## config.mk

```make
export PLATFORM = sky130hd
export DESIGN_NAME = exec_sequencer
export DESIGN_NICKNAME = d
export VERILOG_FILES = /design/src/rtl/exec_sequencer_pkg.sv /design/src/rtl/exec_sequencer_pc_unit.sv /design/src/rtl/exec_sequencer.sv
export SDC_FILE = /design/constraint.sdc
export NUM_CORES = 1
export LEC_CHECK = 0
export ABC_CLOCK_PERIOD_IN_PS = 2320
export BUFFER_PORTS_ARGS = -buffer_cell sky130_fd_sc_hd__buf_2
export CORE_ASPECT_RATIO = 0.7
export CORE_MARGIN = 2
export CORE_UTILIZATION = 46
export DETAILED_ROUTE_END_ITERATION = 16
export PLACE_DENSITY = 0.78
export SKIP_LAST_GASP = 1
export SYNTH_ARGS = -nofsm -noshare
export SYNTH_HDL_FRONTEND = slang
export SYNTH_SLANG_ARGS = --single-unit
```

## constraint.sdc

```tcl
create_clock -name clk -period 2.32 [get_ports clk]
set_clock_uncertainty 0.2 [all_clocks]
set_input_delay 0.116 -clock clk [delete_from_list [all_inputs] [get_ports clk]]
set_output_delay 0.116 -clock clk [all_outputs]
set_load 0.01 [all_outputs]
```

## src/rtl/exec_sequencer_pkg.sv

```systemverilog
// exec_sequencer_pkg: shared opcodes, sequencer state encoding and opcode helper.
// Ports: none (package). Used by exec_sequencer and exec_sequencer_pc_unit.
// Instruction word layout: [23:16] opcode, [15:8] operand/target, [7:0] operand.
package exec_sequencer_pkg;
    localparam logic [7:0] OP_NOP = 8'h00;
    localparam logic [7:0] OP_LDR = 8'h01;
    localparam logic [7:0] OP_ADD = 8'h02;
    localparam logic [7:0] OP_SUB = 8'h03;
    localparam logic [7:0] OP_INC = 8'h04;
    localparam logic [7:0] OP_DEC = 8'h05;
    localparam logic [7:0] OP_JMP = 8'h10;
    localparam logic [7:0] OP_JZ  = 8'h11;
    localparam logic [7:0] OP_HLT = 8'h1F;

    typedef enum logic [1:0] {
        SEQ_IDLE  = 2'd0,
        SEQ_FETCH = 2'd1,
        SEQ_EXEC  = 2'd2,
        SEQ_HALT  = 2'd3
    } seq_state_t;

    function automatic logic [7:0] opcode(input logic [23:0] word);
        return word[23:16];
    endfunction
endpackage

```

## src/rtl/exec_sequencer_pc_unit.sv

```systemverilog
// exec_sequencer_pc_unit: program counter register with load, increment and hold.
// Ports: clk, rst (sync, active-high) | inc: pc+1 wrapping modulo 2^PC_W |
//        load: pc <= target (wins over inc) | target: jump address | pc: current value.
module exec_sequencer_pc_unit
    import exec_sequencer_pkg::*;
#(
    parameter int unsigned     PC_W     = 8,
    parameter logic [PC_W-1:0] RESET_PC = '0
) (
    input  logic            clk,
    input  logic            rst,
    input  logic            inc,
    input  logic            load,
    input  logic [PC_W-1:0] target,
    output logic [PC_W-1:0] pc
);
    always_ff @(posedge clk) begin
        if (rst)
            pc <= RESET_PC;
        else if (load)
            pc <= target;
        else if (inc)
            pc <= pc + 1'b1;
    end
endmodule

```

## src/rtl/exec_sequencer.sv

```systemverilog
// exec_sequencer: fetch/execute control unit owning the PC, IR, zero flag and halt state.
// Ports: clk, rst (sync, active-high), run (level run/stop) |
//        rom_req/rom_addr/rom_ack/rom_rdata: instruction fetch handshake |
//        ir: instruction register to decoder | gpr_we_in/gpr_we_out: write enable gated to EXEC |
//        flag_update/alu_zero: zero flag source | pc, exec_valid, halted, z_flag: status.
// Optional: define EXEC_SINGLE_STEP_EN to add input step, which runs one instruction from IDLE.
module exec_sequencer
    import exec_sequencer_pkg::*;
#(
    parameter int unsigned     PC_W     = 8,
    parameter logic [PC_W-1:0] RESET_PC = '0
) (
    input  logic            clk,
    input  logic            rst,
    input  logic            run,
`ifdef EXEC_SINGLE_STEP_EN
    input  logic            step,
`endif
    output logic            rom_req,
    output logic [PC_W-1:0] rom_addr,
    input  logic            rom_ack,
    input  logic [23:0]     rom_rdata,
    output logic [23:0]     ir,
    input  logic            gpr_we_in,
    output logic            gpr_we_out,
    input  logic            flag_update,
    input  logic            alu_zero,
    output logic [PC_W-1:0] pc,
    output logic            exec_valid,
    output logic            halted,
    output logic            z_flag
);
    seq_state_t state;
    logic       go;
    logic       in_exec;
    logic [7:0] op;

    // A step while run=0 takes the same IDLE->FETCH->EXEC->IDLE path as a run
    // that drops during the fetch; when run=1 the step is redundant.
`ifdef EXEC_SINGLE_STEP_EN
    assign go = run | step;
`else
    assign go = run;
`endif

    assign op         = opcode(ir);
    assign in_exec    = state == SEQ_EXEC;
    assign rom_addr   = pc;
    assign gpr_we_out = gpr_we_in & in_exec;

    // JZ tests the flag as it stood before this EXEC cycle's update.
    exec_sequencer_pc_unit #(.PC_W(PC_W), .RESET_PC(RESET_PC)) u_pc (
        .clk    (clk),
        .rst    (rst),
        .inc    (in_exec && op != OP_HLT),
        .load   (in_exec && (op == OP_JMP || (op == OP_JZ && z_flag))),
        .target (ir[8 +: PC_W]),
        .pc     (pc)
    );

    always_ff @(posedge clk) begin
        if (rst) begin
            state      <= SEQ_IDLE;
            ir         <= '0;
            rom_req    <= 1'b0;
            exec_valid <= 1'b0;
            halted     <= 1'b0;
            z_flag     <= 1'b0;
        end else begin
            case (state)
                SEQ_IDLE: if (go) begin
                    state   <= SEQ_FETCH;
                    rom_req <= 1'b1;
                end
                SEQ_FETCH: if (rom_ack) begin
                    ir         <= rom_rdata;
                    state      <= SEQ_EXEC;
                    rom_req    <= 1'b0;
                    exec_valid <= 1'b1;
                end
                SEQ_EXEC: begin
                    exec_valid <= 1'b0;
                    if (flag_update)
                        z_flag <= alu_zero;
                    if (op == OP_HLT) begin
                        halted <= 1'b1;
                        state  <= SEQ_HALT;
                    end else begin
                        state   <= run ? SEQ_FETCH : SEQ_IDLE;
                        rom_req <= run;
                    end
                end
                default: state <= SEQ_HALT;
            endcase
        end
    end
endmodule
```

==> summary.txt, run 1 <==
Status
  • Status: complete, no violations

STA
  • Relative slew slack: around 72%
  • Final Max Tran Viols: 0
  • Total Neg Setup Slack: 0 ns
  • Count of endpoints failing hold in the final timing report: 0
  • FMAX: approximately 450 MHz
  • Least-Margin Pin Slew: ~0.42 ns
  • Fin worst setup slack: between 0.1 and 0.15 ns
  • Setup-failing EPs final: 0
  • Share of the cycle needed by the critical path after routing: approximately 95%
  • Time the final worst path needs with I/O delays and setup: around 2.2 ns
  • RSZ-0062 raised after global routing: false

Global route
  • Pin count of the biggest net entering global routing: 24
  • Total GRT Usage: 22.9%
  • Via count of the first global-routing pass: 1687
  • Antenna violations before repair: 0
  • Wire length of the first global-routing pass: between 7 and 8 mm
  • Grt ovf: 0

Finish
  • Leading cell type in the layout, fill and taps excluded: buf_2
  • Highest-count cells in the layout ignoring fill and taps: buf_2, nand2_1, dfxtp_1, a21oi_1, dlygate4sd3_1
  • Antenna cells: 0
  • Fillcell total: a little under 300
  • Layout cells sized above 1: between 30 and 40%
  • Multi-input gate area in the final layout: 781 um^2
  • Total area of sequential cells: between 700 and 800 um^2
  • Final net count: 341
  • Area added between synthesis and finish: 45.3%

Run
  • Number of max-cap violations: 0

Floorplan
  • Starting density of the core: a little under half
  • Placement row count: 18
  • Count of pins on the block boundary: 76
  • Horizontal die dimension: 76.3 um
  • Vert. Die Dim: approximately 55 um
  • Die ar.: ~4200 um^2
  • Floorplan core area: 3510 um^2

Route
  • Drc violations: 0
  • Post-route antenna net violation count: 0
  • First-pass detailed-route iteration total: 4
  • Wirelength, routed: between 4 and 5 mm
  • Vias per cell: a little over 5
  • Detail-routed net length per standard cell: between 10 and 15 um
  • Detailed-route via count: 1845
  • Detailed router's first-iteration violation count: approximately 140

Clocking
  • TritonCTS clock tree: done
  • Library cell used as clock root buffer: clkbuf_8
  • CTS buffer count: 5
  • Clock Sinks: 38
  • H-Tree Level Count: 2
  • Clock transition at the registers of the reported paths: 0.07 ns
  • Clock Path Buffers: 2
  • Post-CTS repair timing setup buffer count: 0
  • Worst skew pair latency: around 0.29 ns

Yosys
  • Count of warnings emitted by yosys: 0
  • Top cells by area in the synthesized netlist: dfxtp_1, nand2_1, a21oi_1
  • Cells after synthesis: approximately 210
  • Fraction of synthesized cell area taken by the top area cell type: 45.1%
  • Number of unique standard cell types used by synthesis: 36
  • Mapped Nets: about 240
  • Total standard cell area after synthesis: 1690 um^2
  • Cell taking the most area after synthesis: dfxtp_1
  • Flops & latches, synth: 38
  • Sequential-to-total area share from yosys stat: 45.1%
  • Mean cell area of the mapped netlist: 7.95 um^2

Worst setup path
  • Family with the most delay on the worst path: simple AND/OR/NAND/NOR gates
  • Launching point of the worst reg2reg path: ir[22]
  • Max stage delay on crit path: about 0.66 ns
  • Worst path required time: about 2.3 ns
  • Crit path cell chain: or4b_1, or4_4, a21oi_1, o311ai_1
  • WP buf/inv: 0
  • Launching element type of the critical path: register
  • Arrival time of data at the critical path endpoint: around 2.2 ns
  • Cell with the largest stage delay on the worst path: or4b_1
  • Kind of end point of the critical path: register
  • Max FO, Critical Path: 9
  • Worst setup path class: register to register
  • Slack of the worst reg-to-reg path: around 0.11 ns
  • Reg2Reg Depth: 4
  • Terminus of the critical flop-to-flop path: u_pc.pc[5]

Min path
  • Worst min-delay path class: input port to register
  • Cell depth of the worst hold path: 4
  • Worst Hold Launch: run
  • Endpoint of the worst hold-timing path: state[0]

Power and ir drop
  • Cell leakage power: about 1.1 nW
  • Worst IR drop on VDD: between 0.0004 and 0.0005 V
  • Design Power: 0.00142 W
  • Total power divided by cell area: about 580 nW/um^2

Place
  • Final Wtd Congestion: just over 0.8
  • Dpl ws: roughly 0.17 ns
  • DP HPWL: between 3 and 4 mm
  • Number of port buffers: between 70 and 80
## logic make-up after synthesis
logic type / after synthesis / synth area share [%]
AO/OA/AOI/OAI: 50 / 17.2
adder cells (fa/ha/maj): 1 / 0.742
buffers and inverters: 27 / 8.76
flip-flops: 38 / 45.1
multiplexers: 1 / 0.594
AND/OR/NAND/NOR: 95 / 27.5
## worst min-delay path: cells and delay by family
kind,cells,cell delay (ns)
AOI/OAI and AO/OA,1,0.04
buffers and inverters,1,0.08
and+or+nand+nor,2,0.22
## registers in the layout, summed over array words and instances, names as in the netlist
register / cells
exec_valid: 1
halted: 1
ir: 24
rom_req: 1
state: 2
u_pc.pc: 8
z_flag: 1
## through the flow
stage                     instances  utilization (%)  hold slack, ns  cell area [um^2]
after floorplan                 212                -          0.0520              1690
after global placement          324             58.6           0.157              2060
after detailed placement        324             58.6           0.161              2060
after CTS                       360             69.6         0.00328              2440
after global routing            360             69.7          0.0627              2450
final                           360             69.7          0.0176              2450
## layer usage
layer  global-route usage [%]  part of all wire, %  up-vias
met2                     39.2                   47       87
met3                     7.59                  8.1        9
met1                     27.8                   43      837
met4                     8.18                  1.4        0
li1                         -                    -      912
met5                        0                    0        -
## layout make-up
class | instances | area share, %
Timing Repair Buffer | 111 | 29.2
Inverter | 6 | 0.920
Sequential cell | 38 | 31.1
Tap cell | 50 | 2.55
Clock inverter | 1 | 1.23
Clock buffer | 7 | 3.12
Multi-Input combinational cell | 147 | 31.9
## synthesized netlist by cell type, drive strengths merged
| cell | instances |
|---|---|
| dfxtp | 38 |
| buf | 12 |
| ha | 1 |
| and2 | 1 |
| a22oi | 2 |
| nand2b | 2 |
| and3 | 1 |
| nor3 | 3 |
| nor2 | 5 |
| a21oi | 36 |
| nor4 | 4 |
| or3 | 3 |
| inv | 6 |
| clkbuf | 9 |
| a211oi | 1 |
| nand4 | 2 |
| o21ai | 3 |
| and3b | 1 |
| o311ai | 5 |
| nor2b | 3 |
| or4 | 1 |
| a311o | 1 |
| nand3 | 12 |
| mux2i | 1 |
| o21a | 2 |
| nand2 | 52 |
| nand3b | 1 |
| or2 | 2 |
| or4b | 2 |
## report_power, final
group	switching [W]	internal (W)	total [W]
clock network	0.000223	0.000322	0.000545
logic	0.0000882	0.0000899	0.000178
registers	0.0000181	0.000675	0.000693
## worst max-delay path by stage
stage                     startpoint          to  slack, ns  depth (start not counted)
final                         ir[22]  u_pc.pc[5]       0.11                          4
after global routing          ir[21]  u_pc.pc[3]       0.06                          4
after CTS                     ir[21]  u_pc.pc[5]       0.15                          5
after detailed placement      ir[21]  u_pc.pc[6]       0.17                          4
after global placement        ir[21]  u_pc.pc[3]       0.20                          4
after floorplan               ir[21]  u_pc.pc[3]       0.16                          6
## timing repair
action,4_1_cts,5_1_grt
gates resized for setup,0,1
hold buffers,28,0
endpoints found under the setup margin,0,1
endpoints found under the hold margin,26,0
No activity file was read; power rests on OpenSTA's default activity.
==> run 2, diff against run 1 <==
--- a/config.mk
+++ b/config.mk
@@ -7,11 +7,12 @@
 export LEC_CHECK = 0
 export ABC_CLOCK_PERIOD_IN_PS = 2320
 export BUFFER_PORTS_ARGS = -buffer_cell sky130_fd_sc_hd__buf_2
+export CAP_MARGIN = 10
 export CORE_ASPECT_RATIO = 0.7
 export CORE_MARGIN = 2
 export CORE_UTILIZATION = 46
 export DETAILED_ROUTE_END_ITERATION = 16
-export PLACE_DENSITY = 0.78
+export PLACE_DENSITY_LB_ADDON = 0.25
 export SKIP_LAST_GASP = 1
 export SYNTH_ARGS = -nofsm -noshare
 export SYNTH_HDL_FRONTEND = slang
==> summary.txt, run 2 (same netlist as run 1, synthesis figures left out) <==
Status
  • Status: complete, no violations (unchanged)

Global route
  • Antenna violations before repair: 0 (unchanged)
  • Total GRT Usage: 22.6% (was 22.9%)
  • Pin count of the biggest net entering global routing: 35 (was 24)
  • Wire length of the first global-routing pass: 7.38 mm (was 7.39 mm)
  • Grt ovf: 0 (unchanged)
  • Via count of the first global-routing pass: 1601 (was 1687)

STA
  • Share of the cycle needed by the critical path after routing: 96.0% (was 95.2%)
  • FMAX: 449 MHz (was 453 MHz)
  • Count of endpoints failing hold in the final timing report: 0 (unchanged)
  • Final Max Tran Viols: 0 (unchanged)
  • Total Neg Setup Slack: 0 ns (unchanged)
  • Fin worst setup slack: 0.0918 ns (was 0.111 ns)
  • Relative slew slack: 39.3% (was 72.1%)
  • Time the final worst path needs with I/O delays and setup: 2.23 ns (was 2.21 ns)
  • Least-Margin Pin Slew: 0.911 ns (was 0.419 ns)
  • Setup-failing EPs final: 0 (unchanged)

Clocking
  • Clock transition at the registers of the reported paths: 0.08 ns (was 0.07 ns)
  • CTS buffer count: 5 (unchanged)
  • Post-CTS repair timing setup buffer count: 0 (unchanged)
  • Clock Sinks: 38 (unchanged)
  • Library cell used as clock root buffer: clkbuf_8 (unchanged)
  • H-Tree Level Count: 2 (unchanged)
  • Clock Path Buffers: 2 (unchanged)
  • Worst skew pair latency: 0.29 ns (about the same)
  • TritonCTS clock tree: done (unchanged)

Route
  • Vias per cell: 5.01 (was 5.13)
  • Drc violations: 0 (unchanged)
  • Wirelength, routed: 4.57 mm (was 4.72 mm)
  • First-pass detailed-route iteration total: 4 (unchanged)
  • Detailed-route via count: 1790 (was 1845)
  • Detail-routed net length per standard cell: 12.8 um (was 13.1 um)
  • Detailed router's first-iteration violation count: 104 (was 142)
  • Post-route antenna net violation count: 0 (unchanged)

Worst setup path
  • Launching element type of the critical path: register (unchanged)
  • Reg2Reg Depth: 4 (unchanged)
  • Crit path cell chain: or4b_1, or4_4, a21oi_1, o311ai_1 (unchanged)
  • WP buf/inv: 0 (unchanged)
  • Max stage delay on crit path: 0.67 ns (was 0.66 ns)
  • Cell with the largest stage delay on the worst path: or4b_1 (unchanged)
  • Arrival time of data at the critical path endpoint: 2.20 ns (was 2.17 ns)
  • Family with the most delay on the worst path: simple AND/OR/NAND/NOR gates (unchanged)
  • Worst setup path class: register to register (unchanged)
  • Crit. path cell count: 4 (unchanged)
  • Worst path required time: 2.29 ns (was 2.28 ns)
  • Max FO, Critical Path: 9 (unchanged)
  • Kind of end point of the critical path: register (unchanged)

Power and ir drop
  • Cell leakage power: 1.05 nW (was 1.07 nW)
  • Total power divided by cell area: 540 nW/um^2 (was 578 nW/um^2)
  • Worst IR drop on VDD: 0.000433 V (was 0.000408 V)

Finish
  • Fillcell total: 298 (was 295)
  • Antenna cells: 0 (unchanged)
  • Total area of sequential cells: 761 um^2 (unchanged)
  • Highest-count cells in the layout ignoring fill and taps: buf_2, nand2_1, dfxtp_1, a21oi_1, dlygate4sd3_1 (unchanged)
  • Max reg flops: 24 (unchanged)
  • Largest Register: ir (unchanged)
  • Area added between synthesis and finish: 42.9% (was 45.3%)
  • Leading cell type in the layout, fill and taps excluded: buf_2 (unchanged)
  • Leading registers by flop count: ir x24, u_pc.pc x8, state x2 (unchanged)
  • Final net count: 339 (was 341)
  • Multi-input gate area in the final layout: 781 um^2 (unchanged)
  • Layout cells sized above 1: 30.6% (was 31.0%)

Floorplan
  • Starting density of the core: 48.0% (unchanged)
  • Vert. Die Dim: 54.6 um (unchanged)
  • Placement row count: 18 (unchanged)
  • Horizontal die dimension: 76.3 um (unchanged)
  • Count of pins on the block boundary: 76 (unchanged)
  • Floorplan core area: 3510 um^2 (unchanged)
  • Die ar.: 4170 um^2 (unchanged)

Place
  • Dpl ws: 0.148 ns (was 0.166 ns)
  • Final Wtd Congestion: 0.799 (was 0.817)
  • DP HPWL: 2.92 mm (was 3.02 mm)
  • Number of port buffers: 75 (unchanged)

Min path
  • Cell depth of the worst hold path: 4 (unchanged)
  • Worst min-delay path class: input port to register (unchanged)

Run
  • Number of max-cap violations: 0 (unchanged)
==> run 2: metrics by stage <==
stage | util [%] | instances | instance area, um^2 | hold WS, ns | power, W
finish | 68.6 | 357 | 2410 | 0.0389 | 0.00130
global route | 68.6 | 357 | 2410 | 0.0549 | 0.00135
CTS | 68.4 | 357 | 2400 | 0.0305 | 0.00130
detailed placement | 57.9 | 321 | 2040 | 0.162 | 0.000844
global placement | 57.9 | 321 | 2040 | 0.156 | 0.000842
floorplan | - | 212 | 1690 | 0.0520 | 0.000781
==> run 2: what timing repair did <==
item,4_1_cts,5_1_grt
hold endpoints to repair,26,0
resized for setup,0,1
hold buffers,29,0
endpoints found under the setup margin,0,2
==> run 2: worst register-to-register path, delay by kind of cell, from the launching register on <==
family	cells	cell delay, ns
AOI/OAI and AO/OA	2	0.28
DFF	1	0.33
and+or+nand+nor	2	1.31
==> run 2: worst paths after layout <==
kind | from | end | slack [ns]
min | run | state[0] | 0.04
min reg2reg | ir[4] | ir[4] | 0.25
max | ir[21] | u_pc.pc[4] | 0.09
max reg2reg | ir[21] | u_pc.pc[4] | 0.09
==> run 2: area by class of cell <==
class	instances	area share, %
Multi-Input combinational cell	147	32.4
Sequential cell	38	31.6
Timing Repair Buffer	109	29.2
Clock buffer	5	2.86
Tap cell	50	2.60
Inverter	6	0.935
Clock inverter	2	0.416
==> run 2: power by group <==
part / switching [W] / total [W] / leakage, nW / internal [W]
combinational: 0.0000866 / 0.000176 / 0.693 / 0.0000889
clock: 0.000229 / 0.000431 / 0.0438 / 0.000202
sequential: 0.0000188 / 0.000694 / 0.309 / 0.000675
==> run 2: routing by layer <==
metal  vias to the layer above  routed length [um]  part of all wire [%]  global-route usage (%)
met2                        57                2080                    45                    36.4
met5                         -                   0                     0                       0
met1                       808                2170                    47                    29.8
met3                         8                 277                   6.1                    6.60
met4                         0                  45                  0.99                    7.58
li1                        917                   -                     -                       -
==> run 3, diff against run 2 <==
--- a/config.mk
+++ b/config.mk
@@ -5,12 +5,13 @@
 export SDC_FILE = /design/constraint.sdc
 export NUM_CORES = 1
 export LEC_CHECK = 0
+export ABC_AREA = 1
 export ABC_CLOCK_PERIOD_IN_PS = 2320
 export BUFFER_PORTS_ARGS = -buffer_cell sky130_fd_sc_hd__buf_2
 export CAP_MARGIN = 10
 export CORE_ASPECT_RATIO = 0.7
 export CORE_MARGIN = 2
-export CORE_UTILIZATION = 46
+export CORE_UTILIZATION = 48
 export DETAILED_ROUTE_END_ITERATION = 16
 export PLACE_DENSITY_LB_ADDON = 0.25
 export SKIP_LAST_GASP = 1
==> summary.txt, run 3 <==
Status
  • Status: complete, no violations (unchanged)

STA
  • Relative slew slack: 74.0% (was 39.3%)
  • Total Neg Setup Slack: 0 ns (unchanged)
  • Setup-failing EPs final: 0 (unchanged)
  • RSZ-0062 raised after global routing: false
  • Final Max Tran Viols: 0 (unchanged)
  • Share of the cycle needed by the critical path after routing: 94.0% (was 96.0%)
  • Time the final worst path needs with I/O delays and setup: 2.18 ns (was 2.23 ns)
  • Least-Margin Pin Slew: 0.390 ns (was 0.911 ns)
  • Fin Hold WS: 0.0204 ns (was 0.0389 ns)
  • Count of endpoints failing hold in the final timing report: 0 (unchanged)
  • FMAX: 459 MHz (was 449 MHz)

Floorplan
  • Placement row count: 18 (unchanged)
  • Vert. Die Dim: 56.1 um (was 54.6 um)
  • Horizontal die dimension: 78.4 um (was 76.3 um)
  • Die ar.: 4400 um^2 (was 4170 um^2)
  • Starting density of the core: 51.3% (was 48.0%)
  • Count of pins on the block boundary: 76 (unchanged)
  • Floorplan core area: 3630 um^2 (was 3510 um^2)

Yosys
  • Cell taking the most area after synthesis: dfxtp_1 (unchanged)
  • Count of flip-flops with a built-in enable after synthesis: 0 (unchanged)
  • Primary flip-flop cell chosen by synthesis mapping: dfxtp_1 (unchanged)
  • Flops & latches, synth: 38 (unchanged)
  • Fraction of synthesis flops using an asynchronous set or reset pin: 0% (unchanged)
  • Simple-gate area share of the yosys netlist: 31.2% (was 27.5%)
  • Cells after synthesis: 259 (was 212)
  • Mapped Nets: 291 (was 244)
  • Most frequent cell after synthesis: nand2_1 (unchanged)
  • Mean cell area of the mapped netlist: 7.19 um^2 (was 7.95 um^2)
  • Number of unique standard cell types used by synthesis: 25 (was 36)
  • Sequential-to-total area share from yosys stat: 40.9% (was 45.1%)
  • Total standard cell area after synthesis: 1860 um^2 (was 1690 um^2)
  • Combinational family with the most area after synthesis: simple AND/OR/NAND/NOR gates (unchanged)
  • Portion of netlist area occupied by mux cells: 0% (was 0.594%)
  • Count of warnings emitted by yosys: 0 (unchanged)
  • Top cells by area in the synthesized netlist: dfxtp_1, nand2_1, nand3_1 (was dfxtp_1, nand2_1, a21oi_1)
  • Compound-gate portion of the synthesized area: 14.0% (was 17.2%)
  • Xor and xnor fraction of the mapped netlist area: 0.941% (was 0%)
  • Synth Area in Adders: 0.672% (was 0.742%)
  • Commonest cells in the netlist: nand2_1, nand3_1, dfxtp_1, a21oi_1, inv_1 (was nand2_1, dfxtp_1, a21oi_1, nand3_1, clkbuf_1)
  • Fraction of synthesized cell area taken by the top area cell type: 40.9% (was 45.1%)

Worst setup path
  • Arrival time of data at the critical path endpoint: 2.15 ns (was 2.20 ns)
  • Worst path required time: 2.29 ns (about the same)
  • Max FO, Critical Path: 31 (was 9)
  • Worst setup path class: register to register (unchanged)
  • Launching element type of the critical path: register (unchanged)
  • Kind of end point of the critical path: register (unchanged)

Min path
  • Worst min-delay path class: input port to register (unchanged)

Run
  • Number of max-cap violations: 0 (unchanged)

Global route
  • Pin count of the biggest net entering global routing: 32 (was 35)
  • Grt ovf: 0 (unchanged)
  • Total GRT Usage: 25.9% (was 22.6%)
  • Via count of the first global-routing pass: 1935 (was 1601)
  • Antenna violations before repair: 0 (unchanged)
  • Wire length of the first global-routing pass: 9.03 mm (was 7.38 mm)

Power and ir drop
  • Total power divided by cell area: 598 nW/um^2 (was 540 nW/um^2)
  • Cell leakage power: 1.33 nW (was 1.05 nW)
  • Worst IR drop on VDD: 0.000429 V (was 0.000433 V)

Place
  • Number of port buffers: 75 (unchanged)
  • Final Wtd Congestion: 0.826 (was 0.799)
  • Inst Count DP: 369 (was 321)
  • DP HPWL: 3.44 mm (was 2.92 mm)

Finish
  • Highest-count cells in the layout ignoring fill and taps: buf_2, nand2_1, nand3_1, dlygate4sd3_1, dfxtp_1 (was buf_2, nand2_1, dfxtp_1, a21oi_1, dlygate4sd3_1)
  • Largest Register: ir (unchanged)
  • Area added between synthesis and finish: 47.4% (was 42.9%)
  • Leading registers by flop count: ir x24, u_pc.pc x8, state x2 (unchanged)
  • Final instance count without filler cells: 416 (was 357)
  • Leading cell type in the layout, fill and taps excluded: buf_2 (unchanged)
  • Final net count: 397 (was 339)
  • Max reg flops: 24 (unchanged)
  • Antenna cells: 0 (unchanged)
  • Layout cells sized above 1: 27.9% (was 30.6%)

Clocking
  • Worst skew pair latency: 0.29 ns (about the same)
  • TritonCTS clock tree: done (unchanged)
  • Clock Sinks: 38 (unchanged)
  • Clock Path Buffers: 2 (unchanged)
  • Clock transition at the registers of the reported paths: 0.08 ns (about the same)
  • CTS buffer count: 5 (unchanged)
  • Library cell used as clock root buffer: clkbuf_8 (unchanged)
  • H-Tree Level Count: 2 (unchanged)
  • Post-CTS repair timing setup buffer count: 0 (unchanged)

Route
  • Drc violations: 0 (unchanged)
  • First-pass detailed-route iteration total: 5 (was 4)
  • Wirelength, routed: 5.51 mm (was 4.57 mm)
  • Detailed router's first-iteration violation count: 198 (was 104)
  • Detailed-route via count: 2124 (was 1790)
  • Post-route antenna net violation count: 0 (unchanged)
  • Detail-routed net length per standard cell: 13.2 um (was 12.8 um)
  • Vias per cell: 5.11 (was 5.01)
==> run 3: cell count changes after synthesis, moves of 3 or more <==
cell / change
inv_2: +3
nor4_1: -3
o311ai_1: -5
clkbuf_1: -3
or3_1: -3
o21ai_0: +9
nand2_1: +4
nand3_1: +29
nor2b_1: -3
inv_1: +21
nand2_2: +4
nor2_2: +3
==> run 3: critical path: stages (launching register included) <==
cell and delay (ns):
dfxtp_1 0.50, inv_2 0.09, nor2_4 0.19, nand2_1 0.08, buf_4 0.24, nand2_1 0.11, a21oi_1 0.07, dlygate4sd3_1 0.58
==> run 3: routing by layer <==
metal  GRT usage, %  wire [um]  up-vias
li1               -          -     1051
met1           34.6       2500      982
met2           42.1       2620       87
met5              0          0        -
met3           6.49        370        4
met4           6.27         22        0
==> run 3: area by class of cell <==
cell class / instances / area, um^2
clock buffer: 6 / 82.6
clock inverter: 2 / 60.1
fill: 260 / 881
inverter: 30 / 113
multi-input combinational: 173 / 878
sequential: 38 / 761
tap: 50 / 62.6
timing repair buffer: 117 / 788
==> run 3: where the power goes <==
group / total (W) / internal, W / leakage [nW] / switching (W)
Combinational: 0.000242 / 0.000114 / 0.945 / 0.000129
Clock: 0.000696 / 0.000459 / 0.0714 / 0.000237
Sequential: 0.000704 / 0.000680 / 0.309 / 0.0000248
Total: 0.00164 / 0.00125 / 1.33 / 0.000391
==> run 3: through the flow <==
| step | utilization, % | area, um^2 | setup slack, ns | total power [W] |
|---|---|---|---|---|
| 3_5_place_dp | 60.9 | 2210 | 0.596 | 0.000906 |
| 5_1_grt | 75.7 | 2750 | 0.0574 | 0.00170 |
| 2_1_floorplan | - | 1860 | 0.878 | 0.000837 |
| 6_report | 75.7 | 2750 | 0.139 | 0.00164 |
| 4_1_cts | 75.6 | 2740 | 0.135 | 0.00164 |
| 3_3_place_gp | 60.9 | 2210 | 0.677 | 0.000903 |
==> run 3: what timing repair did <==
| action | 4_1_cts | 5_1_grt |
|---|---|---|
| resized for setup | 0 | 1 |
| hold endpoints to repair | 25 | 0 |
| hold buffers | 39 | 0 |
| setup endpoints to repair | 0 | 7 |
==> run 3: cell families (layout without fill, tap and decap cells) <==
| family | after synthesis | after routing |
|---|---|---|
| AO/OA/AOI/OAI | 49 | 49 |
| XOR/XNOR | 2 | 2 |
| adder cells (fa/ha/maj) | 1 | 1 |
| buffers and inverters | 48 | 155 |
| flip-flops | 38 | 38 |
| AND/OR/NAND/NOR | 121 | 121 |
==> run 3: worst paths after layout <==
kind / to / slack (ns) / start / cells past startpoint
setup / recovery: ir[4] / 0.14 / state[0] / 7
hold / removal: ir[14] / 0.02 / rst / 2
setup reg to reg: ir[4] / 0.14 / state[0] / 7
hold reg to reg: halted / 0.26 / halted / 2
